==> config.mk <==
export PLATFORM = sky130hd
export DESIGN_NAME = decoy_rng_packer
export DESIGN_NICKNAME = d
export VERILOG_FILES = /design/src/rtl/decoy_rng_packer.sv
export SDC_FILE = /design/constraint.sdc
export NUM_CORES = 1
export LEC_CHECK = 0
export BUFFER_PORTS_ARGS = -buffer_cell sky130_fd_sc_hd__buf_2
export CAP_MARGIN = 30
export CORE_UTILIZATION = 65
export CTS_CLUSTER_DIAMETER = 200
export DETAILED_ROUTE_END_ITERATION = 8
export PLACE_DENSITY = 0.84
export SYNTH_ARGS = -nofsm -noshare
export SYNTH_HDL_FRONTEND = slang
export SYNTH_SLANG_ARGS = --single-unit
==> constraint.sdc <==
create_clock -name clk200 -period 13.4 [get_ports clk200]
set_clock_uncertainty 0.15 [all_clocks]
set_input_delay 0.67 -clock clk200 [delete_from_list [all_inputs] [get_ports clk200]]
set_output_delay 0.67 -clock clk200 [all_outputs]
set_load 0.02 [all_outputs]
==> src/rtl/decoy_rng_packer.sv <==
`default_nettype none
// ============================================================================
// Module   : decoy_rng_packer
// Brief    : PPS-aligned packer of 2-bit decoy RNG symbols into words, with a
//            FWFT output FIFO and drop statistics. Optional arm header word
//            enabled by DECOY_RNG_PACK_HEADER_EN (requires DATA_WIDTH = 32).
// Revision : 1.0 - initial release
// ============================================================================
module decoy_rng_packer #(
    parameter int DATA_WIDTH = 32,
    parameter int FIFO_DEPTH = 8,
    parameter int CNT_WIDTH  = 16
) (
    input  logic                  clk200,
    input  logic                  rstn_200,
    input  logic                  en_i,
    input  logic                  pps_i,
    input  logic                  rd_en_4,
    input  logic [1:0]            rng_a,
    output logic [DATA_WIDTH-1:0] m_tdata,
    output logic                  m_tvalid,
    input  logic                  m_tready,
    output logic                  overflow_o,
    output logic [CNT_WIDTH-1:0]  drop_cnt_o,
    output logic [CNT_WIDTH-1:0]  word_cnt_o,
    output logic [1:0]            state_o
);
    localparam int SYMS  = DATA_WIDTH / 2;
    localparam int IDX_W = $clog2(SYMS);
    localparam int PTR_W = $clog2(FIFO_DEPTH);

    typedef enum logic [1:0] {
        IDLE = 2'd0,
        ARM  = 2'd1,
        WAIT = 2'd2,
        PACK = 2'd3
    } state_t;

    state_t                state, state_nxt;
    logic                  pps_r;
    logic [IDX_W-1:0]      sym_idx;
    logic [DATA_WIDTH-1:0] pack_reg, pack_next, push_data;
    logic                  push_req;
    logic                  arm_entry, pps_rise, capture, last_sym;

    logic [DATA_WIDTH-1:0] mem [FIFO_DEPTH];
    logic [PTR_W-1:0]      wr_ptr, rd_ptr;
    logic [PTR_W:0]        count;
    logic                  full, pop, push_ok, push_drop;

`ifdef DECOY_RNG_PACK_HEADER_EN
    logic [7:0]            arm_seq;
`endif

    assign arm_entry = (state == IDLE) && en_i;
    assign pps_rise  = (state == WAIT) && en_i && !pps_r && pps_i;
    assign capture   = (state == PACK) && en_i && rd_en_4;
    assign last_sym  = (sym_idx == IDX_W'(SYMS - 1));

    always_comb begin
        state_nxt = state;
        if (!en_i) begin
            state_nxt = IDLE;
        end else begin
            case (state)
                IDLE:    state_nxt = ARM;
                ARM:     if (!pps_i) state_nxt = WAIT;
                WAIT:    if (pps_rise) state_nxt = PACK;
                default: state_nxt = state;
            endcase
        end
    end

    always_comb begin
        pack_next = pack_reg;
        pack_next[{sym_idx, 1'b0} +: 2] = rng_a;
    end

    always_ff @(posedge clk200) begin
        if (!rstn_200) begin
            state     <= IDLE;
            pps_r     <= 1'b0;
            sym_idx   <= '0;
            pack_reg  <= '0;
            push_req  <= 1'b0;
            push_data <= '0;
        end else begin
            state    <= state_nxt;
            pps_r    <= (state == WAIT) ? pps_i : 1'b0;
            push_req <= 1'b0;
            // Leaving PACK (or never in it) discards any partial word.
            if (state == PACK && en_i) begin
                if (capture) begin
                    pack_reg <= pack_next;
                    if (last_sym) begin
                        push_req  <= 1'b1;
                        push_data <= pack_next;
                        sym_idx   <= '0;
                    end else begin
                        sym_idx <= sym_idx + IDX_W'(1);
                    end
                end
            end else begin
                sym_idx  <= '0;
                pack_reg <= '0;
            end
`ifdef DECOY_RNG_PACK_HEADER_EN
            if (pps_rise) begin
                push_req  <= 1'b1;
                push_data <= {16'hDEC0, 8'h00, arm_seq};
            end
`endif
        end
    end

`ifdef DECOY_RNG_PACK_HEADER_EN
    always_ff @(posedge clk200) begin
        if (!rstn_200) begin
            arm_seq <= '0;
        end else if (arm_entry) begin
            arm_seq <= arm_seq + 8'd1;
        end
    end
`endif

    // A full FIFO still accepts a push when a pop frees a slot that cycle.
    assign full      = (count == (PTR_W + 1)'(FIFO_DEPTH));
    assign m_tvalid  = (count != '0);
    assign pop       = m_tvalid && m_tready;
    assign push_ok   = push_req && (!full || pop);
    assign push_drop = push_req && full && !pop;
    assign m_tdata   = m_tvalid ? mem[rd_ptr] : '0;

    always_ff @(posedge clk200) begin
        if (push_ok) begin
            mem[wr_ptr] <= push_data;
        end
    end

    always_ff @(posedge clk200) begin
        if (!rstn_200) begin
            wr_ptr <= '0;
            rd_ptr <= '0;
            count  <= '0;
        end else begin
            if (push_ok) wr_ptr <= wr_ptr + PTR_W'(1);
            if (pop)     rd_ptr <= rd_ptr + PTR_W'(1);
            case ({push_ok, pop})
                2'b10:   count <= count + (PTR_W + 1)'(1);
                2'b01:   count <= count - (PTR_W + 1)'(1);
                default: count <= count;
            endcase
        end
    end

    always_ff @(posedge clk200) begin
        if (!rstn_200 || arm_entry) begin
            overflow_o <= 1'b0;
            drop_cnt_o <= '0;
            word_cnt_o <= '0;
        end else begin
            if (push_ok) word_cnt_o <= word_cnt_o + CNT_WIDTH'(1);
            if (push_drop) begin
                overflow_o <= 1'b1;
                if (drop_cnt_o != '1) drop_cnt_o <= drop_cnt_o + CNT_WIDTH'(1);
            end
        end
    end

    assign state_o = state;

endmodule
`default_nettype wire

* Word-level counts from Yosys, hierarchy flattened
Memory sizes are Yosys's and may differ from the RTL's. A register that Yosys moved wholly into a read port is not among the register bits.
Cells that the tools add are included.
** Word-level totals
- Bits in registers :: 115
- Memory bits (writable) :: 256
- Input bits :: 8
- Output and inout bits :: 68
- Logic and storage cells :: 72
- Memories kept :: 1
** Operators by class
- $add $sub $neg :: 8
- Equal/unequal tests :: 10
- Shift operators :: 2
- Muxes and demuxes :: 12
- Reductions and logical operators :: 27
** Memories
- mem :: words 8, width 32, rd ports 1, clocked after memory_dff 1, wr ports 1, line 46 : logic [DATA_WIDTH-1:0] mem [FIFO_DEPTH];
** Operator list (count)
- adder 16 x 1 -> 16 bit (second input constant) :: 2
- bitwise mux 32 bit :: 1
- 2-to-1 mux 32 bit :: 1
- variable shift 2 x 7 -> 32 bit (first input constant) :: 1
- indexed part select 2 x 7 -> 32 bit :: 1
- inequality test 16 bit (second input constant) :: 1
- logical AND 1 bit :: 10
- AND reduction 3 bit :: 3
- adder 4 x 1 -> 4 bit (second input constant) :: 2
- equality test 4 bit (second input constant) :: 2
- case mux 4 bit (2 select lines) :: 1
- AND reduction 2 bit :: 4
- negation 5 -> 7 bit :: 1
- adder 3 x 1 -> 3 bit (second input constant) :: 2
- equality test 2 bit (second input constant) :: 3
- 2-to-1 mux 3 bit :: 2
- case mux 2 bit (3 select lines) :: 1
- equality test 2 x 1 -> 1 bit (second input constant) :: 2
- logical NOT 1 bit :: 4
- 2-to-1 mux 2 bit :: 2
- 2-to-1 mux 4 bit :: 1
- inequality test 2 bit (second input constant) :: 2
- nonzero test 4 bit :: 1
- subtractor 4 x 1 -> 4 bit (second input constant) :: 1
- 5 further kinds :: 8

* Logic depth before layout (Yosys ltp)
- Word-level depth :: 6
- Depth in mapped cells :: 10
- Mapped depth without buffers :: 9

* Least setup slack after synthesis
Ideal clock, no wire load.
- Path type :: input port to flip-flop
- Start point :: in m_tready
- End point :: mem mem[0][0] (enable)
- Arrival time :: 4.508 ns
- Required time :: 12.749 ns
- Path slack :: 8.241 ns
- Cell stages on the path :: 4
- Path through :: clkbuf_1 -> buf_1 -> o21ai_2 -> nor4_1
** Between the ends
- Word-level cells in the longest chain between the ends :: 5
** RTL lines
- start, declared :: line 22 : input logic m_tready,
- logical AND 1 bit :: line 129 : assign pop = m_tvalid && m_tready;
- logical OR 1 bit :: line 130 : assign push_ok = push_req && (!full || pop);
- logical AND 1 bit :: line 130
- 2-to-1 mux 1 bit :: line 135 : if (push_ok) begin
- 2-to-1 mux 1 bit (implied by the code) :: line 136 : mem[wr_ptr] <= push_data;
- end, declared :: line 46
No other way between the ends.

==> results.md <==
* Hold Path Sink: pps_r$_SDFF_PN0_
* Hold path startpoint: pps_i
* Setup TNS at 0 ps
* Crit-path max cell delay at 560 ps
* Share of cells above drive strength 1 at approximately 22%
* R2r endpoint: mem[2][6]$_DFFE_PP_
* Worst reg2reg path depth at 4
* Met1 WL at between 10 and 15 mm
* First-pass GRT wire length at 51.7 mm
* Hold_buf cts at 0
* Post-Synth Simple-Gate Area at 9.18%
* RSZ-0062 raised after global routing: false
* Fmax at around 0.29 GHz
* WL/cell at 22.6 µm
* Critical setup path kind: register to output pin
* PortBufs at 75
* Ports at 76
* Tmin final at about 3500 ps
* Antenna cells at 0
* DR pass1 iterations at 5
* Vias at 9671
* Setup violators final at 0
* Final hold viol count at 0
* Largest family of logic cells by synthesized area: multiplexers
* Total wire length at 33.4 mm
* Most used DFF post-synth: edfxtp_1
* Via density at 6.53
* Period utilization at 26.1%
* Initial Util at 66.2%
* Detail Route Antenna Nets at 0
* Sequential area share after synthesis at 64.8%
* Area of the mapped netlist at 15500 µm²
* Root buf cell: clkbuf_16
* R2R Path Start: count[1]$_SDFFE_PN0P_
* CTS tree: yes
* Post-Place Cell Area at 16200 µm²
* Post-CTS Setup Inserts at 0
* Ys async rst share at 0%
* Worst-path clk slew at 60 ps
* GP Congestion at 0.842
* Metal3 WL at 2.57 mm
* Fin area at 17400 µm²
* Clock latency on the worst-skew pair at ~510 ps
* Yosys top cell area share at between 40% and 50%
* Largest net degree at the start of global routing at 57
* Worst rel slew slack at a little over a third
* Global-route total usage across every layer at 28.1%
* Area grow syn2layout at 12.2%
* Seq cells post-synth at 374
* Net Count, Synth at around 1100
* Xor/xnor cell area share of the yosys netlist at less than 1%
* Fill cells at 1434
* CP max stage cell: dfxtp_4
* Crit end category: output pin
* Peak VDD IR at 0.0820 mV
* Final #Nets at 1158
* Fin. max-slew vios at 0
* Fin util at 74.3%
* Synthesized area per cell at approximately 14 µm²
* Mux cell area share after synthesis at 12.3%
* Max layer used: met4
* Hold Path Class: input pin to register
* Crit path cell chain: buf_4, buf_16, mux4_2, mux2i_1, nor2_1, buf_2
* Syn Inst Count at between 1000 and 1500
* CP required at 12580 ps
* Core ar. at approximately 23000 µm²
* Post_cts resized at 0
* PD cells at 130 nW/µm²
* CP Max Fanout at between 40 and 50
* Largest area contributor in the netlist: edfxtp_1
* Die height at 156 µm
* Least-Margin Pin Slew at approximately 950 ps
* Hold path cells at 3
* Max reg flops at between 200 and 300
* Clk sinks at between 300 and 400
* Die area at 24500 µm²
* Antenna violations before repair at 0
* EDFF count, synth at ~260
* Post-DP HPWL at 18.9 mm
* Pwr Total at ~2.3 mW
* DR DRC count at 0
* Distinct cells, synth at 62
* WP data arrival at 2680 ps
* Post-synthesis adder-cell area fraction at 1.13%
* Crit start category: register
* Met2 Wirelength at 16.6 mm
* Max-Cap Viols at 0
* Num CTS Buffers at 36
* Compound-Gate Fraction of Synth Area at 9.44%
* Deepest clock path buffer count at 3
* Max H-tree Level at 2
* GRT Residual Overflow at 0
* Status: finished, final reports clean
* Num rows at 56
* Leakage power at 6.39 nW
* Reg2Reg Setup Slack at slightly above 10000 ps
* Vias in the first global route at 9396
* Die W at 156 µm
* Warnings from Yosys at 0
* Synth top area cells: edfxtp_1 50%, dfxtp_1 15%, mux4_2 9.3%
* Initial DRC Count at 879
layer usage:
metal,track usage (%),up-vias
met5,0,-
li1,-,4361
met2,46.0,428
met1,37.8,4812
met3,5.48,70
met4,10.0,0
cell families (layout without fill, tap and decap cells):
kind of cell,count (synthesis),count (layout)
xor+xnor,14,14
mux,111,111
simple gates,262,262
flops,374,374
buf+inv,85,170
compound gates,217,217
fa+ha+maj,14,14
layout by cell type (no fill, tap or decap), types with 16 or more instances in the layout:
master / instances
edfxtp_1: 256
dfxtp_1: 115
nor2_1: 75
buf_2: 75
mux4_2: 64
a21oi_1: 63
o21ai_0: 54
mux2i_1: 46
clkbuf_16: 39
nand2_1: 37
nand3_1: 23
o221a_2: 22
a211oi_1: 16
final cells by class:
type / instances / area [µm²] / area share, %
well taps: 319 / 399 / 2.29
clock buffers: 54 / 1050 / 6.04
multi-input cells: 618 / 5150 / 29.6
flip-flops and latches: 374 / 10100 / 57.8
clock inverters: 10 / 111 / 0.640
inverters: 12 / 45.0 / 0.259
repair buffers: 94 / 579 / 3.33
worst max path at each step:
stage              from                   to  slack [ps]  cells past startpoint
6_report       register          m_tdata[21]        9900                      6
5_1_grt        register          m_tdata[10]        9750                      6
4_1_cts        register          m_tdata[10]        9490                      5
3_5_place_dp   register          m_tdata[10]       10040                      5
3_3_place_gp   register          m_tdata[10]       10080                      5
2_1_floorplan  m_tready  mem[0][0]$_DFFE_PP_        8240                      4
metrics by stage:
| step | hold WS, ps | cells | setup WS [ps] |
|---|---|---|---|
| global placement | 301 | 1413 | 10080 |
| detailed placement | 312 | 1414 | 10040 |
| CTS | 309 | 1478 | 9490 |
| floorplan | 296 | 1077 | 8240 |
| global route | 330 | 1481 | 9750 |
| finish | 323 | 1481 | 9900 |
cells in the mapped netlist (all sizes together), types with 14 or more instances:
cell,count
a211oi,16
a21oi,63
buf,30
clkbuf,43
dfxtp,118
edfxtp,256
ha,14
mux2i,46
mux4,64
nand2,38
nand3,23
nor2,78
nor3,14
o21ai,57
o221a,22
o31ai,14
or4,14
critical path, delay by kind of cell (launching register included):
family,cells,cell delay (ps)
buf+inv,3,690
flops,1,560
simple gates,1,70
mux,2,750
where the power goes:
group | switching, mW | internal (mW)
sequential | 0.00437 | 1.22
clock | 0.414 | 0.583
combinational | 0.0290 | 0.0172
total | 0.447 | 1.82
Power figures use the tool's default switching activity.
